## config.mk

```make
export PLATFORM = sky130hd
export DESIGN_NAME = ahb_cfg_responder
export DESIGN_NICKNAME = d
export VERILOG_FILES = /design/src/rtl/ahb_cfg_responder.sv
export SDC_FILE = /design/constraint.sdc
export NUM_CORES = 1
export LEC_CHECK = 0
export BUFFER_PORTS_ARGS = -buffer_cell sky130_fd_sc_hd__buf_2
export CAP_MARGIN = 20
export CORE_AREA = 2 2 458 460
export CTS_CLUSTER_DIAMETER = 150
export DETAILED_ROUTE_END_ITERATION = 7
export DIE_AREA = 0 0 460 462
export PLACE_DENSITY = 0.3
export SYNTH_ARGS = -nofsm -noshare
export SYNTH_HDL_FRONTEND = slang
export SYNTH_SLANG_ARGS = --single-unit
```

## constraint.sdc

```tcl
create_clock -name HCLK -period 5.65 [get_ports HCLK]
set_input_delay 0.565 -clock HCLK [delete_from_list [all_inputs] [get_ports HCLK]]
set_output_delay 0.565 -clock HCLK [all_outputs]
set_load 0.01 [all_outputs]
```

## src/rtl/ahb_cfg_responder.sv

```systemverilog
// AHB-Lite subordinate exposing static configuration words as a read-only window plus one scratch word.
// Optional two-cycle ERROR responses are compiled in when CFG_ERR_RESP_EN is defined.
module ahb_cfg_responder #(
  parameter int AHBW       = 64,
  parameter int ADDRW      = 8,
  parameter int NUMWORDS   = 16,
  parameter int WAITSTATES = 0
) (
  input  logic                     HCLK,
  input  logic                     HRESETn,
  input  logic                     HSELCfg,
  input  logic [ADDRW-1:0]         HADDR,
  input  logic [1:0]               HTRANS,
  input  logic                     HWRITE,
  input  logic [2:0]               HSIZE,
  input  logic                     HREADY,
  input  logic [AHBW-1:0]          HWDATA,
  input  logic [NUMWORDS*AHBW-1:0] CfgWords,
  output logic [AHBW-1:0]          HRDATACfg,
  output logic                     HREADYCfg,
  output logic                     HRESPCfg
);
  localparam int NBYTES = AHBW / 8;
  localparam int OFFW   = $clog2(NBYTES);
  localparam int IDXW   = ADDRW - OFFW;
  localparam int CNTW   = 4;
  localparam logic [IDXW-1:0] SCRATCH_IDX = IDXW'(NUMWORDS - 1);
  localparam logic [CNTW-1:0] WS_LAST     = CNTW'(WAITSTATES);

  typedef enum logic [1:0] {
    S_IDLE = 2'd0,
    S_WAIT = 2'd1,
    S_ERR1 = 2'd2,
    S_ERR2 = 2'd3
  } state_e;

  state_e           state_q;
  logic [CNTW-1:0]  cnt_q;
  logic [ADDRW-1:0] addr_q;
  logic             write_q;
  logic [2:0]       size_q;
  logic             wr_pend_q;
  logic [OFFW-1:0]  wr_off_q;
  logic [2:0]       wr_size_q;
  logic [AHBW-1:0]  scratch_q;
  logic [AHBW-1:0]  rdata_q;
  logic             hready_q;
  logic             hresp_q;

  logic             accept_s;
  logic             cmp_s;
  logic             cmp_write_s;
  logic             cmp_err_s;
  logic [ADDRW-1:0] cmp_addr_s;
  logic [2:0]       cmp_size_s;
  logic [IDXW-1:0]  cmp_idx_s;
  logic [AHBW-1:0]  scratch_d;
  logic [AHBW-1:0]  cmp_rdata_s;
  logic             cfg_unused_s;

  function automatic logic [AHBW-1:0] merge_bytes(
    input logic [AHBW-1:0] old_word,
    input logic [AHBW-1:0] new_word,
    input logic [OFFW-1:0] off,
    input logic [2:0]      size
  );
    logic [AHBW-1:0] res;
    int              lo;
    int              hi;
    res = old_word;
    lo  = int'(off);
    hi  = lo + int'(32'd1 << size);
    for (int i = 0; i < NBYTES; i++) begin
      if ((i >= lo) && (i < hi)) begin
        res[i*8 +: 8] = new_word[i*8 +: 8];
      end else begin
        res[i*8 +: 8] = old_word[i*8 +: 8];
      end
    end
    return res;
  endfunction

  // The top configuration slot is shadowed by the scratch register; HTRANS[0] has no meaning here.
  assign cfg_unused_s = HTRANS[0] ^ (^CfgWords[(NUMWORDS-1)*AHBW +: AHBW]);

  // Pick the transfer whose data phase completes this cycle and pre-compute its response.
  always_comb begin
    accept_s    = HSELCfg && HREADY && HTRANS[1] &&
                  ((state_q == S_IDLE) || (state_q == S_ERR2));
    cmp_s       = 1'b0;
    cmp_addr_s  = addr_q;
    cmp_write_s = write_q;
    cmp_size_s  = size_q;
    if ((state_q == S_WAIT) && (cnt_q == WS_LAST)) begin
      cmp_s = 1'b1;
    end else if (accept_s && (WAITSTATES == 0)) begin
      cmp_s       = 1'b1;
      cmp_addr_s  = HADDR;
      cmp_write_s = HWRITE;
      cmp_size_s  = HSIZE;
    end else begin
      cmp_s = 1'b0;
    end
    cmp_idx_s = cmp_addr_s[ADDRW-1:OFFW];
`ifdef CFG_ERR_RESP_EN
    cmp_err_s = cmp_s && ((int'(cmp_idx_s) >= NUMWORDS) ||
                          (cmp_write_s && (cmp_idx_s != SCRATCH_IDX)));
`else
    cmp_err_s = 1'b0;
`endif
    // Forwarded so a read completing alongside the scratch commit sees the new value.
    if (wr_pend_q) begin
      scratch_d = merge_bytes(scratch_q, HWDATA, wr_off_q, wr_size_q);
    end else begin
      scratch_d = scratch_q;
    end
    cmp_rdata_s = '0;
    for (int i = 0; i < NUMWORDS - 1; i++) begin
      if (cmp_idx_s == IDXW'(i)) begin
        cmp_rdata_s = CfgWords[i*AHBW +: AHBW];
      end else begin
        cmp_rdata_s = cmp_rdata_s;
      end
    end
    if (cmp_idx_s == SCRATCH_IDX) begin
      cmp_rdata_s = scratch_d;
    end else begin
      cmp_rdata_s = cmp_rdata_s;
    end
  end

  // Response FSM, wait counter, captured address phase, scratch register and registered outputs.
  always_ff @(posedge HCLK or negedge HRESETn) begin
    if (!HRESETn) begin
      state_q   <= S_IDLE;
      cnt_q     <= {CNTW{1'b0}};
      addr_q    <= {ADDRW{1'b0}};
      write_q   <= 1'b0;
      size_q    <= 3'd0;
      wr_pend_q <= 1'b0;
      wr_off_q  <= {OFFW{1'b0}};
      wr_size_q <= 3'd0;
      scratch_q <= {AHBW{1'b0}};
      rdata_q   <= {AHBW{1'b0}};
      hready_q  <= 1'b1;
      hresp_q   <= 1'b0;
    end else begin
      scratch_q <= scratch_d;
      wr_pend_q <= 1'b0;
      if (accept_s) begin
        addr_q  <= HADDR;
        write_q <= HWRITE;
        size_q  <= HSIZE;
      end
      if (cmp_s) begin
        cnt_q <= {CNTW{1'b0}};
        if (cmp_err_s) begin
          state_q  <= S_ERR1;
          hready_q <= 1'b0;
          hresp_q  <= 1'b1;
        end else begin
          state_q  <= S_IDLE;
          hready_q <= 1'b1;
          hresp_q  <= 1'b0;
          if (cmp_write_s) begin
            wr_pend_q <= (cmp_idx_s == SCRATCH_IDX);
            wr_off_q  <= cmp_addr_s[OFFW-1:0];
            wr_size_q <= cmp_size_s;
          end else begin
            rdata_q <= cmp_rdata_s;
          end
        end
      end else if (accept_s) begin
        state_q  <= S_WAIT;
        cnt_q    <= {{(CNTW-1){1'b0}}, 1'b1};
        hready_q <= 1'b0;
        hresp_q  <= 1'b0;
      end else begin
        case (state_q)
          S_WAIT: begin
            cnt_q    <= cnt_q + {{(CNTW-1){1'b0}}, 1'b1};
            hready_q <= 1'b0;
            hresp_q  <= 1'b0;
          end
          S_ERR1: begin
            state_q  <= S_ERR2;
            hready_q <= 1'b1;
            hresp_q  <= 1'b1;
          end
          default: begin
            state_q  <= S_IDLE;
            hready_q <= 1'b1;
            hresp_q  <= 1'b0;
          end
        endcase
      end
    end
  end

  assign HRDATACfg = rdata_q;
  assign HREADYCfg = hready_q;
  assign HRESPCfg  = hresp_q;

endmodule

```

=== Word-level counts from Yosys, hierarchy flattened ===
Index checks and enable logic that the tools add are counted.

* Register bits after elaboration: 155
* Input bits: 1106
* Output and inout bits: 66

* $add $sub $neg: 2
* Order comparisons: 15
* Equality and inequality tests: 19
* Shifts and indexed selects: 1
* Mux-type cells: 47
* Bitwise gates (word level): 1
* Reductions and logical operators: 18

{| class="wikitable"
|+ Operator list
! operator !! number
|-
| $mux W64 || 17
|-
| $lt A4 B32 Y1 const A || 4
|-
| $mux W8 || 10
|-
| $lt A3 B32 Y1 const A || 2
|-
| $eq A5 B4 Y1 const B || 8
|-
| $add A4 B32 Y32 || 1
|-
| $lt A1 B32 Y1 const A || 1
|-
| $lt A2 B32 Y1 const A || 1
|-
| $shl A1 B3 Y32 const A || 1
|-
| $eq A5 B3 Y1 const B || 4
|-
| $mux W1 || 12
|-
| $mux W4 || 3
|-
| $logic_and A1 B1 Y1 || 11
|-
| $eq A5 B2 Y1 const B || 2
|-
| $ge A3 B3 Y1 const A || 3
|-
| $ge A1 B3 Y1 const A || 2
|-
| $ge A2 B3 Y1 const A || 2
|-
| $mux W3 || 2
|-
| $eq A5 B1 Y1 const B || 1
|-
| $logic_not A5 Y1 || 1
|-
| $add A4 B1 Y4 const B || 1
|-
| $eq A2 B2 Y1 const B || 2
|-
| $logic_not A4 Y1 || 1
|-
| $mux W2 || 2
|-
| other kinds (8) || 9
|}

=== Longest topological paths before layout ===
Gate-level depths: netlist of the first run.

* Depth after elaboration: 22
* Depth in mapped cells: 12

=== Least setup slack after synthesis of the first run ===
No wires, ideal clock.

* Path kind: reg-to-reg
* From: register wr_off_q[0]
* To: register rdata_q[5], in the netlist HRDATACfg[5]
* Arrival: 2.936 ns
* Required time: 5.521 ns
* Path slack: 2.585 ns
* Cell stages (with the launch flop): 9
* Path buffers: 0
* Clock period less this slack: 3.065 ns
* Cell sequence: dfrtp_1 > ha_1 > fa_1 > nor4_2 > a31oi_2 > o41ai_4 > mux2_4 > a221oi_1 > o22ai_1

* Word-level cells in the longest chain between the ends: 6

{| class="wikitable"
|+ Ends and longest elaborated chain
! element !! line !! source
|-
| from (decl) || 43 || <nowiki>logic [OFFW-1:0] wr_off_q;</nowiki>
|-
| from (signal assigned) || 141 || <nowiki>wr_off_q <= {OFFW{1'b0}};</nowiki>
|-
| from (signal assigned) || 167 || <nowiki>wr_off_q <= cmp_addr_s[OFFW-1:0];</nowiki>
|-
| $add A4 B32 Y32 || 72 || <nowiki>hi = lo + int'(32'd1 << size);</nowiki>
|-
| $lt A1 B32 Y1 || 74 || <nowiki>if ((i >= lo) && (i < hi)) begin</nowiki>
|-
| $logic_and A1 B1 Y1 * || 74 ||
|-
| $mux W8 * || 74 ||
|-
| $mux W64 * || 112 || <nowiki>if (wr_pend_q) begin</nowiki>
|-
| named net scratch_d[5] || 57 || <nowiki>logic [AHBW-1:0] scratch_d;</nowiki>
|-
| $mux W64 * || 125 || <nowiki>if (cmp_idx_s == SCRATCH_IDX) begin</nowiki>
|-
| to (signal assigned) || 144 || <nowiki>rdata_q <= {AHBW{1'b0}};</nowiki>
|-
| to (signal assigned) || 170 || <nowiki>rdata_q <= cmp_rdata_s;</nowiki>
|-
| to (decl) || 46 || <nowiki>logic [AHBW-1:0] rdata_q;</nowiki>
|}

The timed path passes the listed nets; every way through them passes the cells marked *.
A chain may end at the register's enable or synchronous reset.

=== Final worst setup path of the first run ===
* From: register addr_q[4]
* To: register rdata_q[23], in the netlist HRDATACfg[23]

* Word-level cells in the longest chain between the ends: 19

{| class="wikitable"
|+ Ends and longest elaborated chain
! element !! line !! source
|-
| from (decl) || 39 || <nowiki>logic [ADDRW-1:0] addr_q;</nowiki>
|-
| from (signal assigned) || 137 || <nowiki>addr_q <= {ADDRW{1'b0}};</nowiki>
|-
| $mux W8 || 96 || <nowiki>end else if (accept_s && (WAITSTATES == 0)) begin</nowiki>
|-
| $mux W8 * || 94 || <nowiki>if ((state_q == S_WAIT) && (cnt_q == WS_LAST)) begin</nowiki>
|-
| $logic_not A5 Y1 || 119 || <nowiki>if (cmp_idx_s == IDXW'(i)) begin</nowiki>
|-
| $mux W64 (15 in series) || 119 ||
|-
| $mux W64 * || 125 ||
|}

Mark *: on every way between the ends. The rest lies on a longest branch, timed or not.

==> metrics.md, run 1 <==
| Metric | Value |
|---|---|
| Grt total ovfl | `0` |
| GRT Resource Usage Total | `21.3%` |
| Most frequent cells in the layout | `buf_2, a22oi_1, nand2_1` |
| Sequential cell area | `~0.0036 mm^2` |
| Post-Syn Area per Cell | `7.95 um^2` |
| Minimum clock period after layout | `4400 ps` |
| CP arrival | `4760 ps` |
| Yosys cell types | `82` |
| Setup crit end | `HRDATACfg[23]` |
| Setup-failing EPs final | `0` |
| Slack of the worst reg-to-reg path | `about 1200 ps` |
| Leak | `9.86 nW` |
| DIE HEIGHT | `around 460 um` |
| P&R area growth vs syn | `80.9%` |
| Switching part of the total | `50.5%` |
| Seq cells post-synth | `142` |
| Final worst slack | `1250 ps` |
| Clock buffer depth | `2` |
| Routed wire length | `236000 um` |
| Psw | `2.94 mW` |
| Postcts setup bufs | `0` |
| Initial antenna violation count | `321` |
| WP buf/inv | `1` |
| Clock power frac | `roughly 23%` |
| Met1 wire length | `100000 um` |
| Worst VDD drop | `0.000144 V` |
| Root Driver | `clkbuf_16` |
| Setup Skew | `25.2 ps` |
| Proportion of power drawn by combinational gates | `54.2%` |
| 1st-iter DRT viols | `slightly above 2000` |
| CP Launch Type | `flop` |
| Area of the multi-input gates | `~0.0086 mm^2` |
| Critical Path Start | `addr_q[4]` |
| Largest net degree at the start of global routing | `106` |
| # IOs | `around 1200` |
| WP depth | `8` |
| Vias in the first global route | `about 20000` |
| Int Power | `2.88 mW` |
| HPWL after DPL | `208000 um` |
| Design area | `0.0231 mm^2` |
| Wire length on met3 | `23600 um` |
| Initial core utilization | `6.15%` |
| Final setup TNS | `0 ps` |
| Violations in the final reports | `design-rule violations` |
| Reg-to-reg endpoint | `HRDATACfg[23]` |
| Uppermost layer routed | `met5` |
| Slew Limit Headroom | `6.51%` |
| Post-CTS sizing | `0` |
| Synth Instances | `1609` |
| Slew Limit Fails | `0` |
| Seq/Total Area, Yosys | `27.8%` |
| Hold depth | `2` |
| Synthesis warning total | `0` |
| Slew @ Worst Pin | `1390 ps` |
| Sequential power share | `23.0%` |
| Routed met2 length | `106000 um` |
| Number of synthesized flops with an enable pin | `0` |
| Critical path required time | `6010 ps` |
| Final hold slack | `293 ps` |
| Die width | `460 um` |
| Vias | `21500` |
| Antenna Nets Post-Route | `0` |
| Status | `finished, violations left` |
| Global-route wire length before repair | `278000 um` |
| Critical Path End Type | `flop` |
| Async set or reset register ratio after synthesis | `between 90% and 100%` |
| Worst stage delay on the critical path | `~840 ps` |
| Num CTS Buffers | `17` |
| Syn Nets | `~2700` |
| Tcrit/Tclk final | `77.9%` |
| Top FF cell, synth | `dfrtp_1` |
| FP Rows | `168` |
| RSZ-0062 raised after global routing | `false` |
| Vias per Instance | `3.89` |
| Crit-path max FO | `20` |
| Share of layout cells above drive strength 1 | `about half` |
| Full die area | `0.213 mm^2` |
| Mapped Area | `~0.013 mm^2` |
| FF-to-FF Start | `addr_q[4]` |
| Drt pass-1 iters | `8` |
| CTS Hold Bufs | `1` |
| Hold crit path type | `in2reg` |
| Most common cell after layout, fill and taps aside | `buf_2` |
| Post-layout power | `between 5 and 6 mW` |
| Crit-path slowest cell | `a21oi_1` |
| Critical path cell sequence | `nor4b_1 -> mux2_2 -> and2_2 -> buf_4 -> a211oi_1 -> nand4_1 -> a21oi_1 -> o21ai_0` |
| Power density cells | `approximately 250 mW/mm^2` |
| Critical setup path kind | `reg2reg` |
| CTS tree | `yes` |
| Max Cap Violations | `0` |
| Crit-path leading delay family | `compound AO/OA/AOI/OAI gates` |
| Fillers | `24500` |
| IO Port Bufs | `1106` |
| # DRC | `5` |
| Fin. Hold Viols | `0` |
| GPL Wtd Cong | `0.872` |
| H-tree depth | `4` |
| Routed WL per cell | `42.7 um` |
| Clock latency on the worst-skew pair | `530 ps` |
| NumNets Final | `3822` |
| Worst-path clk slew | `~80 ps` |
| Reg2Reg Depth | `8` |
| Core Area | `approximately 0.21 mm^2` |
| Placed cell area | `0.0223 mm^2` |
| FMAX | `approximately 230 MHz` |
| Post-Place Worst Slack | `939 ps` |
| Sink Count | `about 140` |
==> flip-flops by register name, indices dropped and copies added (netlist names) <==
name       cells
wr_pend_q      1
wr_size_q      3
scratch_q     64
addr_q         5
HREADYCfg      1
HRDATACfg     64
wr_off_q       3
HRESPCfg       1
==> logic make-up (layout without fill, tap and decap cells) <==
group,Yosys count,in the layout,synth area share (%)
XOR/XNOR,1,1,0.0685
AND/OR/NAND/NOR,496,496,18.4
multiplexers,89,89,8.03
AO/OA/AOI/OAI,701,701,39.3
flip-flops,142,142,27.8
buffers and inverters,174,1290,5.89
adder cells (fa/ha/maj),4,4,0.450
other,2,86,0.0587
==> metrics by stage <==
step	instances	util, %
floorplan	1609	-
global placement	5409	10.7
detailed placement	5411	10.7
CTS	5444	11.0
global route	5479	11.1
finish	5529	11.1
==> synth_stat cells (all sizes together) (6+ instances only) <==
| cell | instances | share of area, % |
|---|---|---|
| a222oi | 42 | 3.3 |
| a21oi | 68 | 2.7 |
| nand4 | 40 | 2.0 |
| a22oi | 175 | 10 |
| a221oi | 34 | 2.3 |
| buf | 76 | 3.0 |
| mux2 | 78 | 7.0 |
| a211oi | 15 | 0.88 |
| and3 | 12 | 0.59 |
| mux2i | 11 | 0.99 |
| nand2 | 169 | 5.0 |
| and2 | 14 | 0.68 |
| nor4 | 7 | 0.39 |
| nor3 | 29 | 1.1 |
| o221ai | 27 | 1.8 |
| o21ai | 124 | 4.9 |
| o22ai | 85 | 4.2 |
| o21a | 7 | 0.41 |
| inv | 13 | 0.38 |
| dfrtp | 141 | 28 |
| clkbuf | 85 | 2.5 |
| a31oi | 22 | 1.1 |
| nand3 | 74 | 3.0 |
| nor2 | 113 | 3.3 |
| a22o | 11 | 0.75 |
| a2111oi | 6 | 0.56 |
| o22a | 10 | 0.68 |
| o31ai | 10 | 0.63 |
| nor4b | 6 | 0.41 |
| a2bb2oi | 11 | 0.75 |
| o211ai | 9 | 0.61 |
==> metal layers <==
metal	global-route usage, %	vias up
met2	33.9	1537
met4	4.93	154
met1	27.0	10600
li1	-	8771
met5	0	-
met3	8.16	459
==> power by group through the flow <==
stage / Combinational, mW / Clock [mW] / Sequential [mW]
6_report: 3.16 / 1.33 / 1.34
3_3_place_gp: 3.23 / 0 / 1.35
3_5_place_dp: 3.23 / 0 / 1.36
2_1_floorplan: 0.937 / 0 / 1.38
4_1_cts: 3.24 / 1.41 / 1.34
5_1_grt: 3.35 / 1.41 / 1.36
==> how the worst min path moves through the flow <==
stage / start / end / slack, ps
floorplan: HRESETn / HRDATACfg[0] / 270
global route: HWDATA[27] / scratch_q[27] / 260
finish: HWDATA[27] / scratch_q[27] / 290
detailed placement: HRDATACfg[45] / HRDATACfg[45] / 460
global placement: HRDATACfg[48] / HRDATACfg[48] / 470
CTS: HWDATA[27] / scratch_q[27] / 220
==> layout make-up <==
class	instances	area share, %
clock buffers	21	1.99
clock inverters	11	0.671
repair buffers	1245	28.8
inverters	13	0.211
diodes	84	0.908
flip-flops and latches	142	15.4
multi-input cells	1293	37.3
well taps	2720	14.7
==> worst register-to-register path, cell delays in order, from the launching register on <==
cell and delay, ps:
dfrtp_1 760, nor4b_1 120, mux2_2 510, and2_2 590, buf_4 390, a211oi_1 500, nand4_1 350, a21oi_1 850
o21ai_0 180
(Power assumes the default switching activity.)
==> inputs of run 2 (changes only) <==
Settings changed: CORE_AREA 2 2 458 460 to 2 2 454 456, DIE_AREA 0 0 460 462 to 0 0 456 458.
Clock period 5.65 ns to 3.72 ns, I/O delays scaled along.
==> metrics.md, run 2 (synthesis gave the netlist of run 1 again) <==
| Metric | Value |
|---|---|
| Drt pass-1 iters | `8` |
| NumNets Final | `3945` |
| FP Rows | `~170` |
| RSZ-0062 raised after global routing | `false` |
| Core Area | `0.204 mm^2` |
| Antenna Nets Post-Route | `0` |
| Full die area | `0.209 mm^2` |
| # DRC | `0` |
| Initial core utilization | `6.28%` |
| Most frequent cells in the layout | `buf_2, buf_4, a22oi_1` |
| Die width | `456 um` |
| GRT Resource Usage Total | `20.7%` |
| Critical path cell sequence | `nor4b_1 -> mux2_2 -> and2_4 -> buf_4 -> a22oi_1 -> a32o_1 -> a31oi_1 -> buf_4 -> o221a_2` |
| Clock latency on the worst-skew pair | `~540 ps` |
| Status | `finished, final reports clean` |
| Tcrit/Tclk final | `around 96%` |
| CP Launch Type | `flop` |
| Critical setup path kind | `reg2reg` |
| Vias per Instance | `3.89` |
| Slew @ Worst Pin | `1030 ps` |
| Hold crit path type | `in2reg` |
| Critical path required time | `between 4000 and 5000 ps` |
| Leak | `between 10 and 15 nW` |
| Worst stage delay on the critical path | `630 ps` |
| Vias | `21900` |
| IO Port Bufs | `1106` |
| CP arrival | `between 4000 and 5000 ps` |
| P&R area growth vs syn | `89.4%` |
| WP buf/inv | `2` |
| DIE HEIGHT | `approximately 460 um` |
| Clock buffer depth | `2` |
| Worst VDD drop | `0.000339 V` |
| # IOs | `1172` |
| Sink Count | `142` |
| Global-route wire length before repair | `roughly 270000 um` |
| Slew Limit Headroom | `31.2%` |
| GPL Wtd Cong | `0.910` |
| 1st-iter DRT viols | `2148` |
| Fillers | `about 24000` |
| Fin. Hold Viols | `0` |
| Power density cells | `370 mW/mm^2` |
| Crit-path slowest cell | `a31oi_1` |
| Final setup TNS | `0 ps` |
| FMAX | `280 MHz` |
| H-tree depth | `4` |
| Final core occ | `11.9%` |
| Slew Limit Fails | `0` |
| Worst-path clk slew | `90 ps` |
| Setup Skew | `30.9 ps` |
| Critical Path End Type | `flop` |
| Crit-path leading delay family | `compound AO/OA/AOI/OAI gates` |
| Vias in the first global route | `21100` |
| Routed WL per cell | `approximately 40 um` |
| CTS tree | `yes` |
| Setup-failing EPs final | `0` |
| Grt total ovfl | `0` |
| Initial antenna violation count | `291` |
| Root Driver | `clkbuf_16` |
| Most common cell after layout, fill and taps aside | `buf_2` |
| Num CTS Buffers | `17` |
| Share of layout cells above drive strength 1 | `53.8%` |
| Largest net degree at the start of global routing | `64` |
| Max Cap Violations | `0` |
| Cell mode on critical path | `buf_4` |
| Minimum clock period after layout | `3570 ps` |
| Crit-path max FO | `18` |
| Routed wire length | `225000 um` |
| HPWL after DPL | `between 150000 and 200000 um` |
run 2: cell count changes in the layout (fill, tap and decap cells not counted), sizes merged:
cell / previous run / this run
clkinvlp: 0 / 4
bufinv: 3 / 4
clkinv: 5 / 1
clkbuf: 23 / 20
buf: 1242 / 1367
run 2: path summary, 6_finish.rpt:
check                               from             to  slack, ps  depth (start not counted)
max                            addr_q[3]  HRDATACfg[40]        150                          9
min                             HSIZE[0]   wr_size_q[0]         80                          2
max reg2reg                    addr_q[3]  HRDATACfg[40]        150                          9
min reg2reg                HRDATACfg[22]  HRDATACfg[22]        480                          2
max in group asynchronous        HRESETn  HRDATACfg[53]       2380                          3
min in group asynchronous        HRESETn  HRDATACfg[31]        410                          2
run 2: worst register-to-register path, cell delays in order, from the launching register on:
cell and delay, ps:
dfrtp_1 480, nor4b_1 360, mux2_2 360, and2_4 430, buf_4 350, a22oi_1 170, a32o_1 280, a31oi_1 630
buf_4 250, o221a_2 180
run 2: routing by layer:
metal,track usage [%],vias up,wire (um),share of wire [%]
li1,-,9000,-,-
met1,25.7,10900,93300,42
met2,35.6,1330,108000,48
met3,5.66,482,16300,7.3
met4,4.36,122,6500,2.9
met5,0,-,760,0.34
run 2: final cells by class:
class	instances	area [um^2]	share of cell area, %
clock inverters	12	184	0.759
flip-flops and latches	142	3550	14.7
well taps	2688	3360	13.9
repair buffers	1368	7790	32.1
inverters	13	48.8	0.201
clock buffers	20	447	1.84
diodes	84	210	0.868
multi-input cells	1293	8630	35.6
run 2: repair_timing:
| action | in CTS | in global routing |
|---|---|---|
| resized for setup | 0 | 1 |
| setup buffers | 0 | 0 |
| endpoints found under the hold margin | 60 | 0 |
| hold buffers | 1 | 0 |
| endpoints found under the setup margin | 0 | 1 |
run 2: through the flow:
stage | power [mW] | setup WS, ps | hold slack, ps | cells | instance area (um^2)
2_1_floorplan | 3.51 | 655 | 76.4 | 1609 | 12800
3_3_place_gp | 7.00 | 120 | 466 | 5503 | 23400
3_5_place_dp | 6.99 | 47.8 | 467 | 5503 | 23400
4_1_cts | 9.15 | 162 | 25.5 | 5536 | 24000
5_1_grt | 9.40 | 21.6 | 49.8 | 5582 | 24100
6_report | 8.97 | 151 | 82.0 | 5620 | 24200
run 2: power breakdown:
part	internal, mW	total (mW)	leakage, nW	switching, mW
clock	1.15	2.08	0.296	0.936
sequential	1.81	2.00	1.75	0.188
combinational	1.69	4.89	8.47	3.20
total	4.65	8.97	10.5	4.32
==> inputs of run 3 (changes only) <==
Settings changed: GPL_TIMING_DRIVEN set to 0.
==> metrics.md, run 3 (synthesis gave the netlist of run 1 again) <==
| Metric | Value |
|---|---|
| Critical Path End Type | `flop` |
| Clock buffer depth | `2` |
| Root Driver | `clkbuf_16` |
| GRT Resource Usage Total | `23.8%` |
| Vias in the first global route | `~21000` |
| Slew @ Worst Pin | `1360 ps` |
| Sink Count | `142` |
| Setup-failing EPs final | `6` |
| P&R area growth vs syn | `87.1%` |
| DIE HEIGHT | `about 460 um` |
| Vias per Instance | `4.01` |
| Initial antenna violation count | `291` |
| Number of instances in the placed design | `about 5500` |
| Worst stage delay on the critical path | `790 ps` |
| Fin. Hold Viols | `0` |
| CP arrival | `4270 ps` |
| Tcrit/Tclk final | `102%` |
| Critical setup path kind | `reg2reg` |
| RSZ-0062 raised after global routing | `true` |
| H-tree depth | `4` |
| Die width | `about 460 um` |
| Crit-path max FO | `10` |
| Routed WL per cell | `46.3 um` |
| CTS tree | `yes` |
| Power density cells | `379 mW/mm^2` |
| NumNets Final | `just under 4000` |
| Fillers | `23800` |
| Worst VDD drop | `around 0.00036 V` |
| Initial core utilization | `6.28%` |
| IO Port Bufs | `around 1100` |
| Slew Limit Fails | `0` |
| FMAX | `263 MHz` |
| HPWL after DPL | `229000 um` |
| Max Cap Violations | `0` |
| Final worst slack | `-80.2 ps` |
| Crit-path slowest cell | `a31oi_1` |
| Routed wire length | `258000 um` |
| FP Rows | `166` |
| Full die area | `0.209 mm^2` |
| Hold crit path type | `in2reg` |
| Status | `finished, violations left` |
| Final non-filler cell total | `5574` |
| Most common cell after layout, fill and taps aside | `buf_2` |
| 1st-iter DRT viols | `2546` |
| Minimum clock period after layout | `3800 ps` |
| GPL Wtd Cong | `0.919` |
| Worst-path clk slew | `100 ps` |
| Post-layout power | `9.08 mW` |
| WP buf/inv | `3` |
| Global-route wire length before repair | `roughly 300000 um` |
| Drt pass-1 iters | `6` |
| Most frequent cells in the layout | `buf_2, a22oi_1, nand2_1` |
| Vias | `22400` |
| Largest net degree at the start of global routing | `86` |
| Core Area | `0.204 mm^2` |
| # DRC | `0` |
| # IOs | `roughly 1200` |
| Grt total ovfl | `0` |
| Num CTS Buffers | `17` |
| Final setup TNS | `-301 ps` |
| Final core occ | `about an eighth` |
| Slew Limit Headroom | `about a tenth` |
| Setup Skew | `38.3 ps` |
| Critical path cell sequence | `buf_4 -> nor4b_1 -> mux2_4 -> and2_1 -> buf_2 -> clkbuf_8 -> nand2_1 -> a31oi_1 -> o221a_2` |
| CP Launch Type | `flop` |
| Crit-path leading delay family | `compound AO/OA/AOI/OAI gates` |
| Antenna Nets Post-Route | `0` |
| Leak | `10.2 nW` |
| Clock latency on the worst-skew pair | `approximately 550 ps` |
| Share of layout cells above drive strength 1 | `a little over half` |
| Critical path required time | `~4200 ps` |
| Violations in the final reports | `negative setup slack` |
## run 3: changes by cell type in the layout (fill, tap and decap cells not counted), sizes merged, moves of 2 or more
cell,previous run,this run
clkinv,1,7
bufinv,4,2
clkbuf,20,105
diode,84,79
buf,1367,1238
inv,16,14
## run 3: area by class of cell
class,count,area [um^2],area share [%]
tap,2688,3360,14.1
antenna,79,198,0.826
sequential,142,3560,14.9
clock buffer,18,429,1.79
clock inverter,14,145,0.606
buffer,159,965,4.03
inverter,13,48.8,0.204
multi-input combinational,1293,8900,37.2
timing repair buffer,1168,6330,26.5
## run 3: timing repair
| action | CTS | global route |
|---|---|---|
| pin swaps | 15 | 5 |
| buffers inserted | 4 | 7 |
| setup endpoints to repair | 63 | 21 |
| gates resized for setup | 153 | 33 |
| hold buffers | 1 | 0 |
| endpoints found under the hold margin | 57 | 0 |
## run 3: routing by layer
metal / vias to the layer above / part of all wire (%) / wire, um / global-route usage [%]
met5: - / 0.38 / 988 / 0
li1: 8939 / - / - / -
met4: 156 / 3.3 / 8570 / 7.83
met3: 477 / 8.1 / 20900 / 6.79
met1: 11300 / 39 / 102000 / 28.3
met2: 1515 / 49 / 126000 / 40.7
## run 3: stage by stage
stage | worst slack, ps | hold WS, ps | instance area (um^2)
2_1_floorplan | 655 | 76.4 | 12800
3_3_place_gp | -3410 | 464 | 21700
3_5_place_dp | -1260 | 394 | 22400
4_1_cts | 0.853 | 20.6 | 23600
5_1_grt | -40.8 | 61.5 | 23800
6_report | -80.2 | 81.8 | 23900
## run 3: final timing paths
path / from / end / slack, ps / cells past startpoint
max in group asynchronous: HRESETn / HRDATACfg[46] / 2270 / 3
min in group asynchronous: HRESETn / scratch_q[27] / 440 / 2
min: HADDR[0] / wr_off_q[0] / 80 / 2
max: addr_q[3] / HRDATACfg[40] / -80 / 9
max reg2reg: addr_q[3] / HRDATACfg[40] / -80 / 9
min reg2reg: HRDATACfg[48] / HRDATACfg[48] / 480 / 2
## run 3: where the power goes
| group | switching, mW | internal [mW] |
|---|---|---|
| combinational | 3.64 | 1.51 |
| sequential | 0.199 | 1.81 |
| clock | 0.931 | 0.984 |
| total | 4.77 | 4.31 |
